==> src/rtl/divider_seq.sv <==
// Sequential unsigned divider by repeated subtraction (IDLE -> SUB -> FIN).
// Optional macro DIV_ABORT_EN: a start request during SUB restarts with the new operands.
module divider_seq #(
    parameter int WIDTH = 8
) (
    input  logic             CLK,
    input  logic             RST,
    input  logic             S,
    input  logic [WIDTH-1:0] A,
    input  logic [WIDTH-1:0] B,
    output logic [WIDTH-1:0] Q,
    output logic [WIDTH-1:0] R,
    output logic             BUSY,
    output logic             DONE,
    output logic             DIVZ
);

    typedef enum logic [1:0] {
        IDLE = 2'd0,
        SUB  = 2'd1,
        FIN  = 2'd2
    } state_t;

    state_t           state_q, state_d;
    logic [WIDTH-1:0] q_q, q_d;
    logic [WIDTH-1:0] r_q, r_d;
    logic [WIDTH-1:0] div_q, div_d;
    logic             divz_q, divz_d;
    logic             accept;

`ifdef DIV_ABORT_EN
    assign accept = S && (state_q == IDLE || state_q == SUB);
`else
    assign accept = S && (state_q == IDLE);
`endif

    always_comb begin
        // NOTE: every next-state value defaults to "hold" first, so no path through
        // the case below can leave a variable unassigned and infer a latch.
        state_d = state_q;
        q_d     = q_q;
        r_d     = r_q;
        div_d   = div_q;
        divz_d  = divz_q;

        if (accept) begin
            r_d = A;
            if (B != '0) begin
                q_d     = '0;
                div_d   = B;
                divz_d  = 1'b0;
                state_d = SUB;
            end else begin
                // Divide by zero reports an all-ones quotient and skips iteration.
                q_d     = '1;
                divz_d  = 1'b1;
                state_d = FIN;
            end
        end else begin
            unique case (state_q)
                IDLE: ;
                SUB: begin
                    if (r_q >= div_q) begin
                        r_d = r_q - div_q;
                        q_d = q_q + WIDTH'(1);
                    end else begin
                        state_d = FIN;
                    end
                end
                FIN:     state_d = IDLE;
                default: state_d = IDLE;
            endcase
        end
    end

    always_ff @(posedge CLK) begin
        // NOTE: reset is synchronous and covers every register, including the
        // latched divisor, so a mid-division reset leaves no stale operand behind.
        if (RST) begin
            state_q <= IDLE;
            q_q     <= '0;
            r_q     <= '0;
            div_q   <= '0;
            divz_q  <= 1'b0;
        end else begin
            // NOTE: non-blocking assignments keep all registers updating from the
            // same pre-edge values regardless of statement order.
            state_q <= state_d;
            q_q     <= q_d;
            r_q     <= r_d;
            div_q   <= div_d;
            divz_q  <= divz_d;
        end
    end

    assign Q    = q_q;
    assign R    = r_q;
    assign DIVZ = divz_q;
    assign BUSY = (state_q == SUB);
    assign DONE = (state_q == FIN);

endmodule

==> config.mk <==
export PLATFORM = sky130hd
export DESIGN_NAME = divider_seq
export DESIGN_NICKNAME = d
export VERILOG_FILES = /design/src/rtl/divider_seq.sv
export SDC_FILE = /design/constraint.sdc
export NUM_CORES = 1
export LEC_CHECK = 0
export CELL_PAD_IN_SITES_DETAIL_PLACEMENT = 2
export CELL_PAD_IN_SITES_GLOBAL_PLACEMENT = 2
export CORE_MARGIN = 4
export CORE_UTILIZATION = 31
export CTS_CLUSTER_DIAMETER = 200
export DETAILED_ROUTE_END_ITERATION = 7
export GPL_TIMING_DRIVEN = 0
export HOLD_SLACK_MARGIN = 0.12
export PLACE_DENSITY = 0.87
export SYNTH_ARGS = -nofsm -noshare
export SYNTH_HDL_FRONTEND = slang
export SYNTH_SLANG_ARGS = --single-unit
export TNS_END_PERCENT = 20
==> constraint.sdc <==
create_clock -name CLK -period 5.38 [get_ports CLK]
set_clock_uncertainty 0.15 [all_clocks]
set_input_delay 1.076 -clock CLK [delete_from_list [all_inputs] [get_ports CLK]]
set_output_delay 1.076 -clock CLK [all_outputs]
set_load 0.03 [all_outputs]
Word-level counts from Yosys, hierarchy flattened --
Cells that the tools add are included.
Storage, ports and cells: input bits 19, register bits after elaboration 27
Cells by class: equal/unequal tests 4, $add $sub $neg 2, mux-type cells 12, reductions and logical operators 8, order comparisons 1
Operator list (number):
- 8-bit two-way mux | 7
- 8-bit by 1-bit adder with 8-bit output (second input constant) | 1
- 8-bit >= comparator | 1
- 8-bit nonzero test | 1
- 8-bit subtractor | 1
- 2-bit two-way mux | 3
- 2-bit AND reduction | 3
- 2-bit one-hot mux with 2 select lines | 1
- 2-bit nonzero test | 2
- 3-bit != test (second input constant) | 1
- 2-bit by 1-bit == test with 1-bit output (second input constant) | 1
- 2-bit == test (second input constant) | 1
- 2-bit logical NOT | 1
- 2-bit != test (second input constant) | 1
- 1-bit logical AND | 1
- 1-bit two-way mux | 1

Longest topological paths before layout --
depth in word-level cells 4, depth in mapped cells 10, gate-level depth less buffers 9

Least setup slack after synthesis --
Ideal clock, no wire load.
path kind input port to flip-flop, from input B[6], to register q_q[7], in the netlist Q[7], buffers on the path 0, library setup time 0.079 ns, stages on the path 5, slack 2.977 ns, data required time 5.151 ns, arrival time 2.174 ns, cell sequence or4_1 o21ai_2 nor4b_1 nand2_1 o211ai_1
On the way: cells in the longest elaborated chain, start to end 3
RTL lines:
- start: declaration | RTL line 10 | input logic [WIDTH-1:0] B,
- 8-bit nonzero test | RTL line 48 | if (B != '0) begin
- 8-bit two-way mux | RTL line 48
- 8-bit two-way mux | RTL line 46 | if (accept) begin
- end signal: assignment | RTL line 89 | q_q <= q_d;
- end: declaration | RTL line 25 | logic [WIDTH-1:0] q_q, q_d;
No other way between the ends. A chain may end at the register's enable or synchronous reset.

Final worst setup path --
from input S, to register r_q[5], in the netlist R[5]
On the way: cells in the longest elaborated chain, start to end 3, elaborated cells between the ends (all ways) 5
RTL lines:
- start: declaration | RTL line 8 | input logic S,
- 1-bit logical AND (*) | RTL line 34 | assign accept = S && (state_q == IDLE);
- 2-bit nonzero test (no line)
- 2-bit AND reduction (no line)
- end signal: assignment | RTL line 90 | r_q <= r_d;
- end: declaration | RTL line 26 | logic [WIDTH-1:0] r_q, r_d;
Every way passes the cells marked *; elsewhere a longest branch is shown, timed or not.

==> flow_metrics.py <==
metrics = {
    "run_status": {
        "status": "completed",
    },
    "sta": {
        "tns_ns": 0,
        "slew-limit-headroom_pct": 59.2,
        "holdWs_ns": 0.320,
        "worstMarginPinSlew_ns": 0.611,
        "period_minus_slack_ns": 3.02,
        "rsz0062_at_grt": "false",
        "setup_viol": 0,
        "hold_viol_final": 0,
        "slew_violations": 0,
        "clock.fmax_mhz": 332,
        "min_period_over_period_pct": 56.1,
    },
    "critical_path": {
        "critical_path_buf_inv_count": 3,
        "r2r_setup_slack_ns": 2.91,
        "cpMostUsedCell": "buf_2",
        "cp_max_fo": 10,
        "worstPathRequired_ns": 5.40,
        "endpoint_kind": "register",
        "cp_cell_sequence": "clkdlybuf4s50_1 > nor3b_1 > buf_2 > buf_2 > nor2_1 > nand4b_1 > nand2_1",
        "cp_slowest_cell": "nor3b_1",
        "max_stage_delay_ns": 0.54,
        "cpLargestDelayFamily": "buffers and inverters",
        "critical_path_class": "input pin to register",
        "worst_setup_path_start_kind": "input pin",
        "cp.arrival_ns": 3.04,
    },
    "pwr": {
        "combPwrFrac_pct": 49.1,
        "power_switching_mw": 0.306,
        "total_power_mw": 0.731,
        "vdd.ir_drop.worst_mv": 0.118,
        "power_frac_seq_pct": 34.3,
        "pwr_density_cell_mw_per_mm2": 351,
        "leakagePower_nw": 0.765,
        "power_frac_clock_pct": 16.6,
        "p_sw_share_pct": 41.9,
        "internal_power_mw": 0.425,
    },
    "run": {
        "maxCapViolCount": 0,
    },
    "placed_design": {
        "place_area_mm2": 0.00204,
        "hpwl_mm": 4.15,
        "place_congestion": 0.818,
        "portBuffers": 37,
    },
    "die": {
        "ios": 38,
        "floorplan.initialDensity_pct": 32.7,
        "die_area_mm2": 0.00632,
        "fp-row-count": 25,
        "core-area_mm2": 0.00485,
        "die_w_um": 79.5,
        "dieHeight_um": 79.5,
    },
    "synth": {
        "synthFlopType": "dfxtp_1",
        "synthMuxAreaShare_pct": 0,
        "async_flop_share_pct": 0,
        "synthCells": 187,
        "synthXorXnorAreaFrac_pct": 3.31,
        "synth_top_cell_area_share_pct": 34.1,
        "ys_ff_latch": 27,
        "syn_area_mm2": 0.00159,
        "yosys_warnings": 0,
        "synth_simple_gate_area_share_pct": 23.4,
        "synth.most_common_cell": "dfxtp_1",
        "synth_top_family_by_area": "compound AO/OA/AOI/OAI gates",
        "synth_nets": 216,
        "synthTopCellsByCount": "dfxtp_1 (27), nand2_1 (24), a21oi_1 (17)",
        "synth_compound_area_share_pct": 24.5,
        "avgSynthCellArea_um2": 8.48,
        "ys_seq_area_share_pct": 34.1,
        "synth_area_leaders": "dfxtp_1 (34%), ha_1 (7.1%), nand2_1 (5.7%), a21oi_1 (5.4%), inv_1 (2.6%)",
        "synth_cell_types": 50,
        "synth_fa_ha_area_share_pct": 8.37,
        "synth_largest_area_cell": "dfxtp_1",
        "synth-edff-count": 0,
    },
    "grt": {
        "track_usage_pct": 18.1,
        "grt_pass1_wl_mm": 8.85,
        "overflow": 0,
        "antenna_found_initial": 0,
        "grt_max_degree": 15,
        "grt_pass1_vias": 1687,
    },
    "drt": {
        "drc": 0,
        "via_count": 1602,
        "antenna_left": 0,
        "firstDrtPassIters": 4,
        "post_drt_wl_per_cell_um": 18.2,
        "wl_met3_um": 196,
        "finalWirelength_mm": 5.38,
        "wl_met2_mm": 2.57,
        "drt_iter0_markers": 57,
        "via_per_inst": 5.43,
        "top_layer_used": "met4",
        "wl_met1_mm": 2.47,
    },
    "finish": {
        "final_net_count": 258,
        "design_area_mm2": 0.00208,
        "num_antenna_cells": 0,
        "fill_cells": 570,
        "drive_gt1_share_pct": 7.46,
        "syn2layout_area_growth_pct": 31.5,
    },
    "worst_hold_path": {
        "hp-class": "register to register",
    },
    "clock_network": {
        "clkLatencyLatePin_ns": 0.28,
        "clk_path_buf_depth": 2,
        "cts_setup_buffers": 0,
        "numCtsBuffers": 3,
        "root_buffer": "clkbuf_8",
        "hold_buffers": 0,
        "clkSinkCount": 27,
        "cts_tree": "built",
        "cts_resized": 0,
        "h-tree-depth": 1,
        "cts.clk_slew.worst_paths_ns": 0.10,
    },
}
==> per-layer routing <==
metal,up-vias,GRT usage (%)
li1,776,-
met1,775,21.9
met2,37,31.3
met3,14,2.93
met4,0,8.25
met5,-,0
==> layout make-up <==
cell class	instances	area, µm²	share of cell area, %
Multi-Input combinational cell	140	946	45.4
Sequential cell	27	541	25.9
Timing Repair Buffer	37	370	17.8
Tap cell	67	83.8	4.02
Buffer	9	57.6	2.76
Clock buffer	4	45.0	2.16
Inverter	11	41.3	1.98
==> through the flow <==
stage               cells  setup slack [ns]  util, %
floorplan             187              2.98        -
global placement      291              2.17     42.1
detailed placement    291              2.04     42.1
CTS                   295              2.34     43.0
global route          295              2.14     43.0
finish                295              2.36     43.0
==> logic make-up (layout without fill, tap and decap cells) <==
| kind of cell | count (synthesis) | in the layout |
|---|---|---|
| fa+ha+maj | 10 | 10 |
| simple gates | 71 | 71 |
| flops | 27 | 27 |
| buf+inv | 20 | 61 |
| compound gates | 53 | 53 |
| xor+xnor | 6 | 6 |
==> worst register-to-register path: stages, from the launching register on <==
cell and delay (ns):
dfxtp_1 0.38, inv_1 0.06, ha_1 0.20, inv_1 0.07
fa_1 0.20, nand3_1 0.16, a31oi_4 0.31, o21a_1 0.24
buf_2 0.28, nor3_1 0.10, a211oi_1 0.22
==> worst paths after layout <==
path                                   startpoint  cells after the start                 to
worst max-delay path                            S                      7  R[5]$_SDFFE_PP0P_
worst min-delay path            DIVZ$_SDFFE_PP0P_                      2  DIVZ$_SDFFE_PP0P_
worst max register to register  R[0]$_SDFFE_PP0P_                     10  R[6]$_SDFFE_PP0P_
worst min register to register  DIVZ$_SDFFE_PP0P_                      2  DIVZ$_SDFFE_PP0P_
==> sequential cells by signal, indices dropped and copies added, names as in the netlist <==
register	flops
div_q	8
DIVZ	1
R	8
Q	8
state_q	2
==> placed cells by master (no fill, tap or decap), types with 5 or more instances in the layout <==
cell and instances:
clkdlybuf4s50_1 37, dfxtp_1 27, nand2_1 24, a21oi_1 17, inv_1 11, nor2_1 10
ha_1 9, buf_2 5, nand3_1 5
==> power groups by stage <==
stage               logic, mW  registers [mW]  clock network [mW]
floorplan               0.200           0.287                   0
global placement        0.340           0.254                   0
detailed placement      0.354           0.256                   0
CTS                     0.360           0.251               0.125
global route            0.391           0.256               0.137
finish                  0.359           0.251               0.121
Power figures use the tool's default switching activity.
==> RTL edit: new RTL, same settings <==
`WIDTH`: 8 -> 12.
--- a/src/rtl/divider_seq.sv
+++ b/src/rtl/divider_seq.sv
@@ -1,7 +1,7 @@
 // Sequential unsigned divider by repeated subtraction (IDLE -> SUB -> FIN).
 // Optional macro DIV_ABORT_EN: a start request during SUB restarts with the new operands.
 module divider_seq #(
-    parameter int WIDTH = 8
+    parameter int WIDTH = 12
 ) (
     input  logic             CLK,
     input  logic             RST,
Interface: changed (resized A, B, Q and R); port bits go from 38 to 54. The function was not compared with the original's and may differ.
==> RTL edit against the original RTL <==
Count of clock-buffer cells in the layout up 2. Sequential cell count rose by 12. Critical path depth increased by 1. Die area is 48% higher. Setup slack got worse by 0.55 ns. Total power is 45% higher. Critical endpoint is now div_q[4]. Design area grew 52%. Global-route usage is 2.7 points higher. Routed wire length rose by 83%. Area after synthesis is 54% higher. Worst hold slack lost 0.00065 ns.
==> RTL edit: results <==
export IMPL_dp_cells=459
export IMPL_ys_seq_area_frac=0.320
export IMPL_r2r_end="R[8]"
export IMPL_port_buffers=52
export IMPL_grt_pass1_wl_mm=15.6
export IMPL_synth_cell_types=62
export IMPL_path_clk_slew_ns=0.08
export IMPL_syn_to_final_growth_pct=30.0
export IMPL_synth_nets=346
export IMPL_num_nonclk_buffers=69
export IMPL_seq_area_frac=0.246
export IMPL_min_to="div_q[10]"
export IMPL_drive_above_1_share=0.0685
export IMPL_hp_start="div_q[10]"
export IMPL_max_freq_ghz=0.280
export IMPL_hpwl_mm=7.23
export IMPL_r2r_cells=12
export IMPL_nNonClkInverters=16
export IMPL_nNetsFinal=405
export IMPL_post_dp_cell_area_um2=3090
export IMPL_seq_cells=39
export IMPL_status="completed"
export IMPL_worstPathArrival_ns=3.62
export IMPL_grt_usage=0.208
export IMPL_wirelength_mm=9.82
export IMPL_ys_top_cells_by_area="dfxtp_1 32%, ha_1 6.7%, nand2_1 5.1%"
export IMPL_routed_via_density=5.64
export IMPL_timing_critical_path_to="div_q[4]"
export IMPL_nFillCells=885
export IMPL_leakage_nw=1.14
export IMPL_routedWlPerCell_um=21.0
export IMPL_crit_path_start="B[0]"
export IMPL_multi_input_area_share=0.476
export IMPL_ir_drop_mv=0.149
export IMPL_htree_levels=2
## RTL edit: changes by cell type in the layout (fill, tap and decap cells not counted), moves of 7 or more
cell,delta
nor4_1,+7
mux2i_1,+9
clkbuf_1,+8
nor3_1,+7
nand2_1,+9
o21ai_0,+10
nor2_1,+20
dfxtp_1,+12
clkdlybuf4s50_1,+15
## RTL edit: power breakdown
group,total (W),leakage (nW),switching (W),internal [W]
registers,0.000348,0.320,0.0000296,0.000319
logic,0.000506,0.782,0.000309,0.000197
clock network,0.000208,0.0412,0.000117,0.0000909
total,0.00106,1.14,0.000456,0.000607
## RTL edit: cell families after synthesis
kind of cell | share of synthesized area
xor+xnor | 0.0287
mux | 0.0369
simple gates | 0.265
fa+ha+maj | 0.0748
buf+inv | 0.0614
compound gates | 0.214
flops | 0.320
## RTL edit: per-layer routing
metal,vias to the layer above,wire (µm),global-route usage
li1,1236,-,-
met1,1280,4300,0.267
met2,95,4870,0.356
met3,21,448,0.0332
met4,0,208,0.0670
met5,-,0,0
